`src/rtl/ascii_font_pkg.sv`:
```
// ascii_font_pkg: shared glyph geometry, glyph bitmaps and ASCII codes for the character-cell font
package ascii_font_pkg;

    localparam int ROWS_PER_CELL = 10;
    localparam int GLYPH_CNT     = 5;
    localparam int ROW_W         = $clog2(ROWS_PER_CELL);
    localparam int IDX_W         = $clog2(GLYPH_CNT);

    // Row 0 is the most significant byte so bitmaps read top-to-bottom in source
    typedef logic [0:ROWS_PER_CELL-1][7:0] glyph_t;

    // Every glyph has two blank rows above and below a six-row body
    function automatic glyph_t mk_glyph(input logic [47:0] body);
        return {16'h0000, body, 16'h0000};
    endfunction

    localparam glyph_t GLYPH_TAB [GLYPH_CNT] = '{
        mk_glyph(48'h7884_84FC_8484),
        mk_glyph(48'h8484_FC84_8484),
        mk_glyph(48'h0404_0484_8478),
        mk_glyph(48'h7884_8484_8478),
        mk_glyph(48'h0000_0000_0000)
    };

    localparam logic [7:0] CODE_TAB [GLYPH_CNT] = '{8'h41, 8'h48, 8'h4A, 8'h4F, 8'h20};

endpackage

```
`src/rtl/glyph_row_rom.sv`:
```
// glyph_row_rom: combinational lookup of one pixel row of one glyph
module glyph_row_rom
    import ascii_font_pkg::*;
(
    input  logic [IDX_W-1:0] glyph_idx,
    input  logic [ROW_W-1:0] row,
    output logic [7:0]       row_bits
);

    // Out-of-range glyph or row reads as a blank row
    always_comb begin
        row_bits = 8'h00;
        if (int'(glyph_idx) < GLYPH_CNT && int'(row) < ROWS_PER_CELL)
            row_bits = GLYPH_TAB[glyph_idx][row];
    end

endmodule

```
`src/rtl/pixel_to_ascii_decoder.sv`:
```
// pixel_to_ascii_decoder: identifies the ASCII glyph held in a streamed character cell
module pixel_to_ascii_decoder
    import ascii_font_pkg::*;
#(
    parameter logic [7:0] UNKNOWN_CODE = 8'h3F
) (
    input  logic       clk,
    input  logic       rst_n,
    input  logic       cell_start,
    input  logic       row_valid,
    output logic       row_ready,
    input  logic [7:0] pixel_row,
    output logic       out_valid,
    input  logic       out_ready,
    output logic [7:0] ascii,
    output logic       matched
);

    localparam logic [ROW_W-1:0]     LAST_ROW = ROW_W'(ROWS_PER_CELL - 1);
    localparam logic [GLYPH_CNT-1:0] ALL_ONES = '1;

    logic [ROW_W-1:0]     row_cnt_q, row_cnt_d;
    logic [GLYPH_CNT-1:0] mask_q, mask_d;
    logic                 out_valid_q, out_valid_d;
    logic [7:0]           ascii_q, ascii_d;
    logic                 matched_q, matched_d;
    logic [ROW_W-1:0]     eff_row;
    logic [7:0]           rom_row [GLYPH_CNT];
    logic [GLYPH_CNT-1:0] hit, mask_next;
    logic [7:0]           ascii_sel;
    logic                 last, accept, complete;

    // cell_start makes the incoming row row 0 regardless of the counter
    assign eff_row = cell_start ? '0 : row_cnt_q;

    for (genvar g = 0; g < GLYPH_CNT; g++) begin : g_rom
        glyph_row_rom u_rom (
            .glyph_idx (IDX_W'(g)),
            .row       (eff_row),
            .row_bits  (rom_row[g])
        );
        assign hit[g] = rom_row[g] == pixel_row;
    end

    assign last      = row_cnt_q == LAST_ROW;
    assign row_ready = !(last && out_valid_q && !out_ready);
    assign accept    = row_valid && row_ready;
    assign complete  = accept && !cell_start && last;
    assign mask_next = (cell_start ? ALL_ONES : mask_q) & hit;

    // Code of the surviving glyph; glyphs are distinct so at most one bit is set
    always_comb begin
        ascii_sel = UNKNOWN_CODE;
        for (int k = 0; k < GLYPH_CNT; k++)
            if (mask_next[k]) ascii_sel = CODE_TAB[k];
    end

    // Row counter, match mask and output register next state
    always_comb begin
        row_cnt_d   = row_cnt_q;
        mask_d      = mask_q;
        out_valid_d = out_valid_q && !out_ready;
        ascii_d     = ascii_q;
        matched_d   = matched_q;
        if (cell_start) begin
            row_cnt_d = accept ? ROW_W'(1) : '0;
            mask_d    = accept ? mask_next : ALL_ONES;
        end else if (accept) begin
            row_cnt_d = last ? '0 : row_cnt_q + 1'b1;
            mask_d    = last ? ALL_ONES : mask_next;
        end
        if (complete) begin
            out_valid_d = 1'b1;
            ascii_d     = ascii_sel;
            matched_d   = |mask_next;
        end
    end

    // State registers; reset discards any partial cell and pending result
    always_ff @(posedge clk or negedge rst_n) begin
        if (!rst_n) begin
            row_cnt_q   <= '0;
            mask_q      <= ALL_ONES;
            out_valid_q <= 1'b0;
            ascii_q     <= 8'h00;
            matched_q   <= 1'b0;
        end else begin
            row_cnt_q   <= row_cnt_d;
            mask_q      <= mask_d;
            out_valid_q <= out_valid_d;
            ascii_q     <= ascii_d;
            matched_q   <= matched_d;
        end
    end

    assign out_valid = out_valid_q;
    assign ascii     = ascii_q;
    assign matched   = matched_q;

endmodule

```
`config.mk`:
```
export PLATFORM = sky130hd
export DESIGN_NAME = pixel_to_ascii_decoder
export DESIGN_NICKNAME = d
export VERILOG_FILES = /design/src/rtl/ascii_font_pkg.sv /design/src/rtl/glyph_row_rom.sv /design/src/rtl/pixel_to_ascii_decoder.sv
export SDC_FILE = /design/constraint.sdc
export NUM_CORES = 1
export LEC_CHECK = 0
export ABC_AREA = 1
export BUFFER_PORTS_ARGS = -buffer_cell sky130_fd_sc_hd__buf_2
export CAP_MARGIN = 20
export CORE_MARGIN = 2
export CORE_UTILIZATION = 50
export CTS_CLUSTER_SIZE = 20
export DETAILED_ROUTE_END_ITERATION = 16
export HOLD_SLACK_MARGIN = 0.03
export PLACE_DENSITY = 0.72
export SLEW_MARGIN = 20
export SYNTH_ARGS = -nofsm -noshare
export SYNTH_HDL_FRONTEND = slang
export SYNTH_SLANG_ARGS = --single-unit
```
`constraint.sdc`:
```
create_clock -name clk -period 4.3 [get_ports clk]
set_input_delay 0.645 -clock clk [delete_from_list [all_inputs] [get_ports clk]]
set_output_delay 0.645 -clock clk [all_outputs]
set_load 0.02 [all_outputs]
```
==> metrics.md, run 1 <==
| Metric | Value |
|---|---|
| Outcome | `completed` |
| Fmax | `0.457 GHz` |
| FP Rows | `19` |
| CTS Hold Buffers Added | `0` |
| Most common cell after layout, fill and taps aside | `nand2_1` |
| Detailed Routing Iterations Pass 1 | `4` |
| CTS tree | `yes` |
| P&R area growth vs syn | `11.4%` |
| Post-route cell area | `1530 µm²` |
| Worst endpoint required time | `3.65 ns` |
| Design Power | `354 µW` |
| Residual DRC | `0` |
| Tmin final | `2.19 ns` |
| Die Ht | `56.5 µm` |
| Yosys cell types | `31` |
| Delay-heaviest family, CP | `flip-flops` |
| Worst-path cell chain | `inv_1 > ha_1 > nand3_2 > inv_2 > nand3_4 > buf_2` |
| Initial antenna violation count | `0` |
| Initial Utilization | `51.3%` |
| Core area | `2690 µm²` |
| Seq/Total Area, Yosys | `33.2%` |
| Vias in the first global route | `1210` |
| Total track usage | `21.0%` |
| CTS root buffer | `clkbuf_4` |
| Wire per inst | `12.0 µm` |
| Share of layout cells above drive strength 1 | `32.4%` |
| Post-DP HPWL | `2420 µm` |
| PostCTS Resize Cnt | `0` |
| Fin cells | `247` |
| # H-tree levels | `1` |
| Pins Over Slew Limit | `0` |
| IO buf count | `22` |
| # diodes | `0` |
| CP max-delay cell | `dfrtp_1` |
| Worst hold slack | `0.253 ns` |
| Final WS setup | `2.11 ns` |
| Most frequent cells in the layout | `nand2_1 (56), buf_2 (22), inv_1 (19), nor2_1 (13), dfrtp_1 (13)` |
| Final setup vio count | `0` |
| Worst-path clk slew | `0.10 ns` |
| Syn nets | `207` |
| RSZ-0062 raised after global routing | `false` |
| Placer Congestion | `0.931` |
| Netlist Area Pre-Place | `1380 µm²` |
| Bufs on Longest Clock Path | `2` |
| Min-delay worst type | `in -> async` |
| CP Launch Type | `flip-flop` |
| Vias | `1311` |
| Worst EP arrival | `1.54 ns` |
| Post-route clock skew | `0.00799 ns` |
| Period utilization | `50.9%` |
| Worst-path fanout max | `7` |
| CP endpoint kind | `output port` |
| Slowest cell delay on critical path | `0.55 ns` |
| Setup TNS | `0 ns` |
| Placed Area | `1510 µm²` |
| DP Worst Slack | `2.09 ns` |
| DRT Wirelength | `2970 µm` |
| Final hold vios | `0` |
| FF+latch count, synth | `18` |
| First-pass GRT wire length | `5250 µm` |
| Synth Warn # | `0` |
| CTS Buf Count | `3` |
| Fin nets | `232` |
| Leak | `0.832 nW` |
| WP buf/inv | `3` |
| Fillers | `279` |
| End-of-flow core utilization | `57.1%` |
| Synthesized area per cell | `7.17 µm²` |
| Pin count of the biggest net entering global routing | `19` |
| Syn Inst Count | `192` |
| Gr ovfl total | `0` |
| Cell Pwr Density | `230 nW/µm²` |
| Num ports | `24` |
| Worst-Skew Late Latency | `0.30 ns` |
| Die Area | `3190 µm²` |
| Post-CTS Setup Bufs | `0` |
| Die width | `56.5 µm` |
| VDD IR-drop max | `0.194 mV` |
| ANT nets after route | `0` |
| Initial DRC count | `82` |
| Vias per std cell | `5.31` |
| Max cap viols | `0` |
| Critical path class | `reg -> out` |
| Dpl cells | `243` |
| CTS Sinks | `18` |
-- worst paths after layout --
path / from / to / slack [ns] / cells after the start
worst max-delay path: row_cnt_q[1] / row_ready / 2.11 / 6
worst min-delay path: rst_n / row_cnt_q[3] / 0.25 / 1
worst max register to register: row_cnt_q[1] / ascii[6] / 2.32 / 12
worst min register to register: ascii[0] / ascii[0] / 0.48 / 2
max in group asynchronous: rst_n / mask_q[2] / 3.72 / 1
min in group clk: ascii[0] / ascii[0] / 0.48 / 2
-- synthesized netlist by cell type --
library cell | count | area share (%)
nand2_1 | 56 | 15
inv_1 | 19 | 5.2
dfrtp_1 | 13 | 24
nor2_1 | 13 | 3.5
nand3_1 | 11 | 4.0
a21oi_1 | 9 | 3.3
nand2_2 | 9 | 4.1
inv_2 | 7 | 1.9
nor2_2 | 7 | 3.2
nand3_2 | 6 | 4.4
dfstp_2 | 5 | 9.5
o21ai_0 | 5 | 1.8
nand2_4 | 4 | 3.3
nand4_1 | 4 | 1.8
nand3_4 | 3 | 3.8
o21ai_1 | 3 | 1.1
a22oi_1 | 2 | 1.1
ha_1 | 2 | 1.8
or2_0 | 2 | 0.91
a211oi_1 | 1 | 0.55
a21boi_1 | 1 | 0.55
a21oi_2 | 1 | 0.64
a31oi_1 | 1 | 0.45
buf_4 | 1 | 0.55
buf_6 | 1 | 0.82
clkinv_2 | 1 | 0.36
conb_1 | 1 | 0.27
nor2b_2 | 1 | 0.64
nor4_1 | 1 | 0.45
o21ai_2 | 1 | 0.64
o31ai_1 | 1 | 0.55
-- sequential cells by signal (all words and copies together), names as in the netlist --
register / flops
ascii: 7
row_cnt_q: 4
matched: 1
mask_q: 5
out_valid: 1
-- metal layers --
metal	wire (µm)	track usage, %	vias to the layer above
met1	1320	27.3	599
met4	131	15.3	0
li1	-	-	660
met5	0	0	-
met3	129	1.61	12
met2	1390	32.7	40
-- worst reg2reg max path, cell delays in order, from the launching register on --
cell	delay, ns
dfrtp_1	0.55
inv_1	0.11
ha_1	0.21
nand3_2	0.08
inv_2	0.06
nand3_4	0.07
nand2_4	0.06
inv_2	0.10
nand3_2	0.19
inv_1	0.20
or2_0	0.13
inv_1	0.04
a21oi_1	0.11
-- area by class of cell --
| cell class | count | area, µm² | share of cell area (%) |
|---|---|---|---|
| Sequential cell | 18 | 457 | 29.8 |
| Tap cell | 31 | 38.8 | 2.53 |
| Timing Repair Buffer | 22 | 110 | 7.18 |
| Inverter | 27 | 103 | 6.69 |
| Clock buffer | 4 | 26.3 | 1.71 |
| Multi-Input combinational cell | 145 | 800 | 52.1 |
-- power breakdown --
part           internal, mW  leakage, nW  switching [mW]
sequential            0.179        0.231         0.00884
combinational        0.0257        0.586          0.0527
clock                0.0361       0.0150          0.0509
-- logic make-up after synthesis --
logic type	share of synthesized area [%]
compound gates	10.6
other cells	0.272
flops	33.2
simple gates	45.3
buf+inv	8.81
fa+ha+maj	1.82
(Power assumes the default switching activity.)
==> inputs of run 2 (changes only) <==
Settings changed: PLACE_DENSITY 0.72 to 0.75.
Clock period 4.3 ns to 1.9 ns, I/O delays scaled along.
==> run 2 against run 1 <==
Against the previous run:
- clock skew is 0.0067 ns lower
- design area is 3.8% higher
- combinational power is 150% higher
- count of clock-buffer cells in the layout stayed put
- largest power group unchanged
==> metrics.md, run 2 (same netlist as run 1, synthesis figures left out) <==
| Metric | Value |
|---|---|
| Wire per inst | `11.6 µm` |
| Vias in the first global route | `1240` |
| Placer Congestion | `0.904` |
| Critical path class | `reg -> reg` |
| Post-route clock skew | `0.00128 ns` |
| Detailed Routing Iterations Pass 1 | `4` |
| Most common cell after layout, fill and taps aside | `nand2_1` |
| FP Rows | `19` |
| Die Ht | `56.5 µm` |
| Fmax | `0.574 GHz` |
| # H-tree levels | `1` |
| Period utilization | `91.7%` |
| CTS tree | `yes` |
| Die width | `56.5 µm` |
| CP endpoint kind | `flip-flop` |
| Design Power | `852 µW` |
| Setup TNS | `0 ns` |
| Worst-Skew Late Latency | `0.30 ns` |
| IO buf count | `22` |
| Pin count of the biggest net entering global routing | `19` |
| ANT nets after route | `0` |
| # diodes | `0` |
| Vias per std cell | `5.13` |
| Final hold vios | `0` |
| DRT Wirelength | `2940 µm` |
| Num ports | `24` |
| Setup slack, reg-to-reg | `0.16 ns` |
| Vias | `1298` |
| Cell Pwr Density | `535 nW/µm²` |
| Worst-path fanout max | `7` |
| Outcome | `completed` |
| P&R area growth vs syn | `15.6%` |
| First-pass GRT wire length | `5240 µm` |
| Max cap viols | `0` |
| Worst-path clk slew | `0.10 ns` |
| Initial antenna violation count | `0` |
| Placed Area | `1550 µm²` |
| Post-DP HPWL | `2410 µm` |
| Max reg flops | `7` |
| CTS Buf Count | `3` |
| RSZ-0062 raised after global routing | `false` |
| Tmin final | `1.74 ns` |
| Die Area | `3190 µm²` |
| Worst hold slack | `0.251 ns` |
| CTS root buffer | `clkbuf_4` |
| Total track usage | `21.0%` |
| CP Launch Type | `flip-flop` |
| Initial DRC count | `51` |
| Core area | `2690 µm²` |
| Bufs on Longest Clock Path | `2` |
| Fin nets | `238` |
| Worst endpoint required time | `2.10 ns` |
| Final WS setup | `0.157 ns` |
| Initial Utilization | `51.3%` |
| Gr ovfl total | `0` |
| CTS Sinks | `18` |
| Post-route cell area | `1590 µm²` |
| Leak | `0.865 nW` |
| Worst EP arrival | `1.94 ns` |
| DP Worst Slack | `0.118 ns` |
| Share of layout cells above drive strength 1 | `34.7%` |
| Min-delay worst type | `in -> reg` |
| Most frequent cells in the layout | `nand2_1 (56), buf_2 (22), inv_1 (19), nor2_1 (13), dfrtp_1 (12)` |
| Pins Over Slew Limit | `0` |
| Final setup vio count | `0` |
| VDD IR-drop max | `0.471 mV` |
| Residual DRC | `0` |
run 2: cell count changes in the layout (fill, tap and decap cells not counted), sizes merged:
cell,before,now
dlygate4sd3,0,1
buf,22,27
run 2: critical path: stages, from the launching register on:
cell      delay, ns
dfrtp_1        0.45
ha_1           0.20
nand3_2        0.09
inv_2          0.11
nand3_4        0.08
nand2_4        0.07
inv_2          0.06
nand3_2        0.13
inv_1          0.11
or2_0          0.20
a21boi_1       0.13
run 2: repair_timing:
item | 4_1_cts | 5_1_grt
resized for setup | 0 | 1
setup buffers | 0 | 0
hold endpoints to repair | 13 | 0
setup endpoints to repair | 0 | 1
hold buffers | 1 | 0
run 2: per-stage QoR:
| stage | util, % | cells |
|---|---|---|
| 5_1_grt | 59.3 | 253 |
| 4_1_cts | 59.2 | 253 |
| 6_report | 59.3 | 253 |
| 3_3_place_gp | 57.5 | 248 |
| 3_5_place_dp | 57.5 | 248 |
| 2_1_floorplan | - | 192 |
run 2: cell type report:
type	instances	area, µm²
multi-input cells	145	800
well taps	31	38.8
flip-flops and latches	18	458
repair buffers	28	158
clock buffers	4	36.3
fillers	253	1090
inverters	27	103
run 2: path summary, 6_finish.rpt:
kind                              start         to  cells after the start
setup / recovery           row_cnt_q[0]   ascii[4]                     10
hold / removal                out_ready  out_valid                      4
max in group asynchronous         rst_n  mask_q[4]                      2
hold reg to reg                ascii[3]   ascii[3]                      2
setup reg to reg           row_cnt_q[0]   ascii[4]                     10
min in group asynchronous         rst_n   ascii[2]                      2
run 2: metal layers:
metal / up-vias / track usage [%] / part of all wire [%]
met1: 589 / 25.2 / 45
met5: - / 0 / 0
met2: 29 / 36.0 / 48
li1: 671 / - / -
met3: 9 / 4.15 / 5.1
met4: 0 / 9.52 / 2.5
run 2: report_power, final:
part	switching, mW	internal, mW
logic	0.127	0.0673
clock network	0.122	0.117
registers	0.0120	0.406
